## src/rtl/hw_fifo_mon.sv

```systemverilog
// rtl/hw_fifo_mon.sv - synchronous FWFT FIFO with thresholds, occupancy, high-water mark and sticky errors
//
// Ports:
//   clk, rst_n         rising-edge clock, synchronous active-low reset
//   flush              synchronous empty; discards contents, leaves sticky flags and peak alone
//   wr_push, wr_data   write request and word
//   wr_full            count == DEPTH
//   wr_almost_full     free entries <= cfg_afull
//   rd_pop             read request; rd_data is consumed on this edge
//   rd_data            front word, first-word fall-through
//   rd_empty           count == 0
//   rd_almost_empty    count <= cfg_aempty
//   cfg_afull          almost-full threshold in free entries
//   cfg_aempty         almost-empty threshold in valid entries
//   count, peak        current occupancy and highest occupancy since reset/err_clr
//   overflow           sticky: push while full
//   underflow          sticky: pop while empty
//   err_clr            clears overflow/underflow, reloads peak with the next count
module hw_fifo_mon #(
  parameter int DATA = 8,
  parameter int ADDR = 4
) (
  input  logic            clk,
  input  logic            rst_n,
  input  logic            flush,
  input  logic            wr_push,
  input  logic [DATA-1:0] wr_data,
  output logic            wr_full,
  output logic            wr_almost_full,
  input  logic            rd_pop,
  output logic [DATA-1:0] rd_data,
  output logic            rd_empty,
  output logic            rd_almost_empty,
  input  logic [ADDR:0]   cfg_afull,
  input  logic [ADDR:0]   cfg_aempty,
  output logic [ADDR:0]   count,
  output logic [ADDR:0]   peak,
  output logic            overflow,
  output logic            underflow,
  input  logic            err_clr
);

  localparam int            DEPTH   = 1 << ADDR;
  localparam logic [ADDR:0] DEPTH_W = (ADDR+1)'(DEPTH);

  logic [DATA-1:0] mem [DEPTH];

  logic [ADDR-1:0] wr_ptr_q, wr_ptr_d;
  logic [ADDR-1:0] rd_ptr_q, rd_ptr_d;
  logic [ADDR:0]   count_q, count_d;
  logic [ADDR:0]   peak_q, peak_d;
  logic            wr_full_q, wr_full_d;
  logic            wr_almost_full_q, wr_almost_full_d;
  logic            rd_empty_q, rd_empty_d;
  logic            rd_almost_empty_q, rd_almost_empty_d;
  logic            overflow_q, overflow_d;
  logic            underflow_q, underflow_d;

  logic          pop_eff, push_eff;
  logic          ovf_ev, udf_ev;
  logic [ADDR:0] free_d;

  always_comb begin
    // A pop frees a slot in the same edge, so a full FIFO still accepts a
    // simultaneous push. flush suppresses both requests and their errors.
    pop_eff  = rd_pop & ~rd_empty_q & ~flush;
    push_eff = wr_push & (~wr_full_q | pop_eff) & ~flush;
    ovf_ev   = wr_push & ~push_eff & ~flush;
    udf_ev   = rd_pop & rd_empty_q & ~flush;

    wr_ptr_d = wr_ptr_q;
    rd_ptr_d = rd_ptr_q;
    count_d  = count_q;
    if (flush) begin
      wr_ptr_d = '0;
      rd_ptr_d = '0;
      count_d  = '0;
    end else begin
      if (push_eff) wr_ptr_d = wr_ptr_q + 1'b1;
      if (pop_eff)  rd_ptr_d = rd_ptr_q + 1'b1;
      case ({push_eff, pop_eff})
        2'b10:   count_d = count_q + 1'b1;
        2'b01:   count_d = count_q - 1'b1;
        default: count_d = count_q;
      endcase
    end

    // Flags are derived from the next count so they line up with count.
    free_d            = DEPTH_W - count_d;
    wr_full_d         = (count_d == DEPTH_W);
    rd_empty_d        = (count_d == '0);
    wr_almost_full_d  = (free_d <= cfg_afull);
    rd_almost_empty_d = (count_d <= cfg_aempty);

    if (err_clr) peak_d = count_d;
    else         peak_d = (count_d > peak_q) ? count_d : peak_q;

    // An error in the same cycle as err_clr must survive the clear.
    overflow_d  = ovf_ev | (overflow_q & ~err_clr);
    underflow_d = udf_ev | (underflow_q & ~err_clr);
  end

  always_ff @(posedge clk) begin
    if (!rst_n) begin
      wr_ptr_q          <= '0;
      rd_ptr_q          <= '0;
      count_q           <= '0;
      peak_q            <= '0;
      wr_full_q         <= 1'b0;
      wr_almost_full_q  <= 1'b0;
      rd_empty_q        <= 1'b1;
      rd_almost_empty_q <= 1'b1;
      overflow_q        <= 1'b0;
      underflow_q       <= 1'b0;
    end else begin
      wr_ptr_q          <= wr_ptr_d;
      rd_ptr_q          <= rd_ptr_d;
      count_q           <= count_d;
      peak_q            <= peak_d;
      wr_full_q         <= wr_full_d;
      wr_almost_full_q  <= wr_almost_full_d;
      rd_empty_q        <= rd_empty_d;
      rd_almost_empty_q <= rd_almost_empty_d;
      overflow_q        <= overflow_d;
      underflow_q       <= underflow_d;
    end
  end

  // Storage is not reset; only the write port is clocked.
  always_ff @(posedge clk) begin
    if (rst_n && push_eff) mem[wr_ptr_q] <= wr_data;
  end

  assign rd_data         = mem[rd_ptr_q];
  assign count           = count_q;
  assign peak            = peak_q;
  assign wr_full         = wr_full_q;
  assign wr_almost_full  = wr_almost_full_q;
  assign rd_empty        = rd_empty_q;
  assign rd_almost_empty = rd_almost_empty_q;
  assign overflow        = overflow_q;
  assign underflow       = underflow_q;

endmodule

```

## config.mk

```make
export PLATFORM = sky130hd
export DESIGN_NAME = hw_fifo_mon
export DESIGN_NICKNAME = d
export VERILOG_FILES = /design/src/rtl/hw_fifo_mon.sv
export SDC_FILE = /design/constraint.sdc
export NUM_CORES = 1
export LEC_CHECK = 0
export CAP_MARGIN = 0
export CORE_UTILIZATION = 63
export DETAILED_ROUTE_END_ITERATION = 7
export GPL_ROUTABILITY_DRIVEN = 1
export MAX_ROUTING_LAYER = met4
export PLACE_DENSITY = 0.87
export SLEW_MARGIN = 10
export SYNTH_ARGS = -nofsm -noshare
export SYNTH_HDL_FRONTEND = slang
export SYNTH_SLANG_ARGS = --single-unit
```

## constraint.sdc

```tcl
create_clock -name clk -period 9.4 [get_ports clk]
set_input_delay 1.88 -clock clk [delete_from_list [all_inputs] [get_ports clk]]
set_output_delay 1.88 -clock clk [all_outputs]
set_load 0.01 [all_outputs]
```

After elaboration in Yosys (flattened, before gate mapping)
Memory sizes are Yosys's and may differ from the RTL's. A register that Yosys moved wholly into a read port is not among the register bits.
Cells that the tools add are included.
Widths: inputs -> output; s select.
- memories kept: 1
- bits in registers: 24
- input port bits: 24
- memory bits (writable): 128
- logic and storage cells: 53
- output and inout bits: 24
- memories (memory ; depth ; bits a word ; rd ports ; clocked after Yosys merged registers in ; wr ports ; RTL line ; RTL):
    mem ; 16 ; 8 ; 1 ; 1 ; 1 ; 46 ; logic [DATA-1:0] mem [DEPTH];
- mux-type cells: 8
- bitwise operators: 19
- add/sub/neg operators: 5
- reduce and logical (&&, ||, !) cells: 4
- equality and inequality tests: 3
- $lt $le $gt $ge: 3
- operator list (kind ; count):
    $mux 5 ; 3
    $and 1x1->1 ; 10
    $le 5x5->1 ; 2
    $pmux 5 s2 ; 1
    $add 4x1->4 const B ; 2
    $mux 4 ; 2
    $not 1->1 ; 6
    $add 5x1->5 const B ; 1
    $eq 5x5->1 const B ; 1
    $gt 5x5->1 ; 1
    $logic_not 5->1 ; 1
    $sub 5x1->5 const B ; 1
    $sub 5x5->5 const A ; 1
    $or 1x1->1 ; 3
    $eq 2x1->1 const B ; 1
    $eq 2x2->1 const B ; 1
    $mux 1 ; 2
    $reduce_bool 2->1 ; 1
    $reduce_or 2->1 ; 1
    $logic_and 1x1->1 ; 1

Logic depth before layout (Yosys ltp)
- depth after elaboration: 12
- mapped depth: 18
- mapped depth without buffers: 18

Worst setup path before layout
OpenSTA, ideal clock, no wires.
- kind: input port to flip-flop
- start: in wr_push
- end: reg peak_q[0], in the netlist peak[0]
- buffers on the path: 0
- stages on the path: 16
- arrival: 4.979 ns
- slack: 4.303 ns
- required time: 9.282 ns
- library setup time: 0.118 ns
- path through: nor2b_1 a21boi_2 inv_1 ha_1 xor2_1 ha_1 nor3b_1 o32ai_1 xnor2_1 nor2_1 ha_1 nand3_1 o21bai_1 a31oi_2 mux2i_1 nor2_1
- cells in the longest elaborated chain, start to end: 7
- elaborated cells on any way between the ends: 10
- classes of those cells: order compare: 1; eq/ne: 2; mux: 4; bitwise: 2; reduce/logical: 1
- RTL lines (item ; RTL line ; RTL):
    from (decl) ; 26 ; input logic wr_push,
    $and 1x1->1 (*) (2 in series) ; 67 ; push_eff = wr_push & (~wr_full_q | pop_eff) & ~flush;
    $eq 2x1->1 / $eq 2x2->1 (equally long branches) ; 81 ; case ({push_eff, pop_eff})
    $pmux 5 s2 (*) ; 81 ;
    $mux 5 (*) ; 74 ; if (flush) begin
    net count_d[4] ; 50 ; logic [ADDR:0] count_q, count_d;
    $gt 5x5->1 (*) ; 96 ; else peak_d = (count_d > peak_q) ? count_d : peak_q;
    $reduce_bool 2->1 (no line) (*) ; -- ;
    to (signal assigned) ; 119 ; peak_q <= peak_d;
    to (decl) ; 51 ; logic [ADDR:0] peak_q, peak_d;
The timed path passes the listed nets; every way through them passes the cells marked *. The select of a mux whose other input is x is not followed.
A chain may end at the register's enable or synchronous reset.

Worst setup path after layout
- start: in flush
- end: reg peak_q[1], in the netlist peak[1]
- cells in the longest elaborated chain, start to end: 10
- elaborated cells on any way between the ends: 13
- classes of those cells: order compare: 1; eq/ne: 2; mux: 4; bitwise: 5; reduce/logical: 1
- RTL lines (item ; RTL line ; RTL):
    from (decl) ; 25 ; input logic flush,
    $not 1->1 ; 66, 67 ;
    $and 1x1->1 ; 66 ; pop_eff = rd_pop & ~rd_empty_q & ~flush;
    $or 1x1->1 ; 67 ;
    $and 1x1->1 (2 in series) ; 67 ;
    $eq 2x1->1 / $eq 2x2->1 (equally long branches) ; 81 ;
    $pmux 5 s2 ; 81 ;
    $mux 5 (*) ; 74 ;
    net count_d[4] ; 50 ;
    $gt 5x5->1 (*) ; 96 ;
    $reduce_bool 2->1 (no line) (*) ; -- ;
Marked as above.

==> run summary <==
The flow ran to the end, and the final reports show no timing, DRC or antenna violations. The most used standard cell by instance count after synthesis is sky130_fd_sc_hd__edfxtp_1. The fraction of the cycle the final worst path needs is 0.611.

After clock tree synthesis, the clock-pin slew on the worst setup and hold paths is 0.07 ns. The total overflow left after global routing is 0. The cell type with the largest total area after synthesis is sky130_fd_sc_hd__edfxtp_1. The required time of the critical path is 9.81 ns.

The minimum hold slack came out at 0.506 ns. The initial utilization of the core area, before any placement, comes to 0.651. The maximum VDD drop came out at 0.000197 V. Post-CTS timing repair inserted 0 buffers for setup.

The synthesized netlist net count is 446. Derived from the worst setup path, the maximum achievable clock frequency is 174 MHz. Synthesis instantiated 46 different standard cells from the library. The final-report hold violation count is 0. The aggregate global-route resource usage is 0.298. Walking the worst path, the cells encountered are clkdlybuf4s50_1 > nor2b_1 > a21boi_2 > inv_1 > ha_1 > xor2_1 > ha_1 > nor3b_1 > o32ai_1 > xnor2_1 > nor2_1 > ha_1 > nand3_1 > o21bai_1 > a31oi_2 > mux2i_1 > nor2_1.

The endpoint of the most critical register-to-register path is peak[1]. The setup slack on the worst flop-to-flop path came out at 5.29 ns. 48 I/O pins were placed. The worst setup path is captured at a flip-flop. The mapped cell area came out at 6720 um^2. TritonCTS created 17 clock buffers. In the routed design, unresolved DRC markers number 0. The sum of negative setup slack is 0 ns.

The number of instances resized during post-cts repair is 0. The post-detailed-route wirelength per cell came out at 24.8 um. The area of placed instances came out at between 7000 and 8000 um^2.

The final instance count without filler cells came out at 596. The detail-routed via count per cell came out at 6.22. Among the stages of the critical path, the cell type that occurs most often is sky130_fd_sc_hd__ha_1. The share of synthesized flip-flops with an asynchronous set or reset is 0.

The type of the most critical hold path is flip-flop to flip-flop. The floorplan die height is 105 um. From left edge to right edge, the die measures around 110 um.

Each instance of the synthesized netlist takes up on average 17.0 um^2. Among all flip-flop cells after synthesis, the most frequent one is sky130_fd_sc_hd__edfxtp_1. The post-synthesis register bit count is 156. The total power of the final layout is 1.43 mW.

The critical path arrival is 6.15 ns. At the end of routability-driven placement, the weighted congestion stood at 0.887. The count of antenna diodes in the layout is 0. The maximum clock path buffer count is 2.

The HPWL reported at the end of detailed placement came out at between 8000 and 9000 um. The end point of the worst hold path is peak[3]. Wires add up to 14800 um. The floorplan core area came out at 10300 um^2. The final route contains 3709 vias.

The number of cells on the worst hold path came out at 2. The length of the first detailed-routing pass in iterations came out at 5. The clock period minus final worst setup slack is 5.74 ns. The worst setup path is launched from a primary input. The number of placed instances, taps included came out at 564. The total power divided by cell area is 183 nW/um^2. The area share of the leading cell type in the synthesized netlist is 0.572. Along the worst path, the maximum fanout reaches 12.

The initial DRC count came out at 252. The final-report max-slew violation count came out at 0. The row count came out at 37. The proportion of layout cells with a drive suffix above 1 came out at 0.128. The number of synthesized flops with an enable pin came out at between 100 and 150. The worst slew margin relative to its limit is 0.142. The register area share after synthesis is 0.655. TritonCTS built the clock tree.

The Yosys warning count came out at 0. With fillers left out, the area of the finished cells amounts to 7820 um^2. Setup violations remaining at the end of the flow were counted as 0. The number of hold buffers added after CTS came out at 0. The longest individual stage delay on the worst path is 0.61 ns. The depth of the worst register-to-register path came out at 16. The worst register-to-register path begins at rd_empty.

On the final layout, the worst clock skew is 0.0110 ns. The count of nets after finishing is between 400 and 500. The area growth from synthesis to layout came out at 16.4%. The wire length of the first global-routing pass came out at 22200 um. The via count of the first global-routing pass was 3841. The tree is rooted in a sky130_fd_sc_hd__clkbuf_8. The initial antenna violation count came out at 0. The clock reaches the later pin of the worst-skew pair after 0.53 ns. The number of max-cap violations came out at 0.

Among cell families on the critical path, the largest total delay comes from compound AO/OA/AOI/OAI gates. The buffer and inverter count on the worst path came out at 2. The number of instances in the synthesized netlist came out at a little under 400. The count of H-tree levels built during CTS is 4. Setup repair after global routing left no endpoint under its margin. By area the synthesized netlist is led by sky130_fd_sc_hd__edfxtp_1, sky130_fd_sc_hd__mux4_1, sky130_fd_sc_hd__dfxtp_1. The start point of the worst min-delay path is peak[3]. The slowest stage of the critical path belongs to the cell sky130_fd_sc_hd__clkdlybuf4s50_1. Sorting the synthesized cells by how often they occur yields sky130_fd_sc_hd__edfxtp_1, sky130_fd_sc_hd__nor2_1, sky130_fd_sc_hd__dfxtp_1. The layout has 563 filler cells. The critical path class is primary input to flip-flop.

The number of routed nets with antenna violations is 0. The standby leakage power came out at roughly 2.7 nW. In this run the tool buffered the top-level ports with 47 buffer cells. Entering global routing, the biggest net connects 33 pins. The actual transition at the worst max-transition pin is roughly 1.3 ns.

The TritonCTS sink count is 156. The floorplan step defined a die boundary enclosing 11100 um^2.
[metal layers]
metal	global-route usage	wire length (um)	up-vias	share of wire
met4	0.126	236	0	0.016
met2	0.491	7840	143	0.53
met5	-	0	-	0
met3	0.0600	712	14	0.048
li1	-	-	1656	-
met1	0.365	6010	1896	0.41
[area by class of cell]
class / count / area (um^2) / share of cell area
clock inverter: 15 / 128 / 0.0163
sequential: 156 / 4410 / 0.563
timing repair buffer: 48 / 478 / 0.0611
clock buffer: 17 / 414 / 0.0530
inverter: 23 / 86.3 / 0.0110
multi-input combinational: 201 / 2140 / 0.274
tap: 136 / 170 / 0.0218
[worst max-delay path by stage]
stage                        from       to  cells after the start
final                       flush  peak[1]                     17
after global routing        flush  peak[0]                     17
after CTS                   flush  peak[1]                     17
after detailed placement    flush  peak[1]                     17
after global placement      flush  peak[1]                     17
after floorplan           wr_push  peak[0]                     16
[metrics by stage]
stage,util,setup slack [ns]
floorplan,-,4.30
global placement,0.705,3.34
detailed placement,0.705,3.16
CTS,0.758,3.71
global route,0.758,3.37
finish,0.758,3.66
[power breakdown]
part | leakage, nW | internal (mW) | switching [mW]
clock network | 0.256 | 0.333 | 0.286
registers | 1.38 | 0.750 | 0.00345
logic | 1.03 | 0.0296 | 0.0327
[sequential cells by signal, indices dropped and copies added, names as in the netlist, named ones only]
signal / count
rd_ptr_q: 4
underflow: 1
rd_empty: 1
rd_almost_empty: 1
wr_almost_full: 1
peak: 5
mem: 128
overflow: 1
count: 5
wr_ptr_q: 4
wr_full: 1
[worst register-to-register path, cell delays in order, from the launching register on]
cell,delay [ns]
sky130_fd_sc_hd__dfxtp_1,0.34
sky130_fd_sc_hd__nand2b_1,0.24
sky130_fd_sc_hd__a21boi_2,0.40
sky130_fd_sc_hd__inv_1,0.11
sky130_fd_sc_hd__ha_1,0.29
sky130_fd_sc_hd__xor2_1,0.19
sky130_fd_sc_hd__ha_1,0.22
sky130_fd_sc_hd__nor3b_1,0.15
sky130_fd_sc_hd__o32ai_1,0.33
sky130_fd_sc_hd__xnor2_1,0.21
sky130_fd_sc_hd__nor2_1,0.15
sky130_fd_sc_hd__ha_1,0.33
sky130_fd_sc_hd__nand3_1,0.09
sky130_fd_sc_hd__o21bai_1,0.18
sky130_fd_sc_hd__a31oi_2,0.43
sky130_fd_sc_hd__mux2i_1,0.26
sky130_fd_sc_hd__nor2_1,0.06
[cells in the final DEF, fill, tap and decap left out, types with 3 or more instances in the layout]
cell type / instances
sky130_fd_sc_hd__a21oi_1: 4
sky130_fd_sc_hd__clkbuf_16: 16
sky130_fd_sc_hd__clkdlybuf4s50_1: 47
sky130_fd_sc_hd__clkinvlp_4: 4
sky130_fd_sc_hd__dfxtp_1: 27
sky130_fd_sc_hd__edfxtp_1: 128
sky130_fd_sc_hd__ha_1: 26
sky130_fd_sc_hd__inv_1: 22
sky130_fd_sc_hd__inv_6: 6
sky130_fd_sc_hd__mux2i_1: 5
sky130_fd_sc_hd__mux4_1: 24
sky130_fd_sc_hd__mux4_2: 16
sky130_fd_sc_hd__nand2_1: 11
sky130_fd_sc_hd__nand2b_1: 5
sky130_fd_sc_hd__nand3_1: 9
sky130_fd_sc_hd__nor2_1: 38
sky130_fd_sc_hd__nor2b_1: 6
sky130_fd_sc_hd__nor3_1: 5
sky130_fd_sc_hd__nor3_2: 4
sky130_fd_sc_hd__nor3b_1: 3
sky130_fd_sc_hd__o21a_1: 4
sky130_fd_sc_hd__xnor2_1: 4
sky130_fd_sc_hd__xor2_1: 8
[cells by family after synthesis]
| logic type | after synthesis | synth area share |
|---|---|---|
| buffers and inverters | 39 | 0.0292 |
| AOI/OAI and AO/OA | 25 | 0.0277 |
| adders and majority gates | 26 | 0.0484 |
| muxes | 46 | 0.157 |
| and+or+nand+nor | 92 | 0.0670 |
| xor gates and xnor gates | 12 | 0.0156 |
| DFF | 156 | 0.655 |
(Power assumes the default switching activity.)
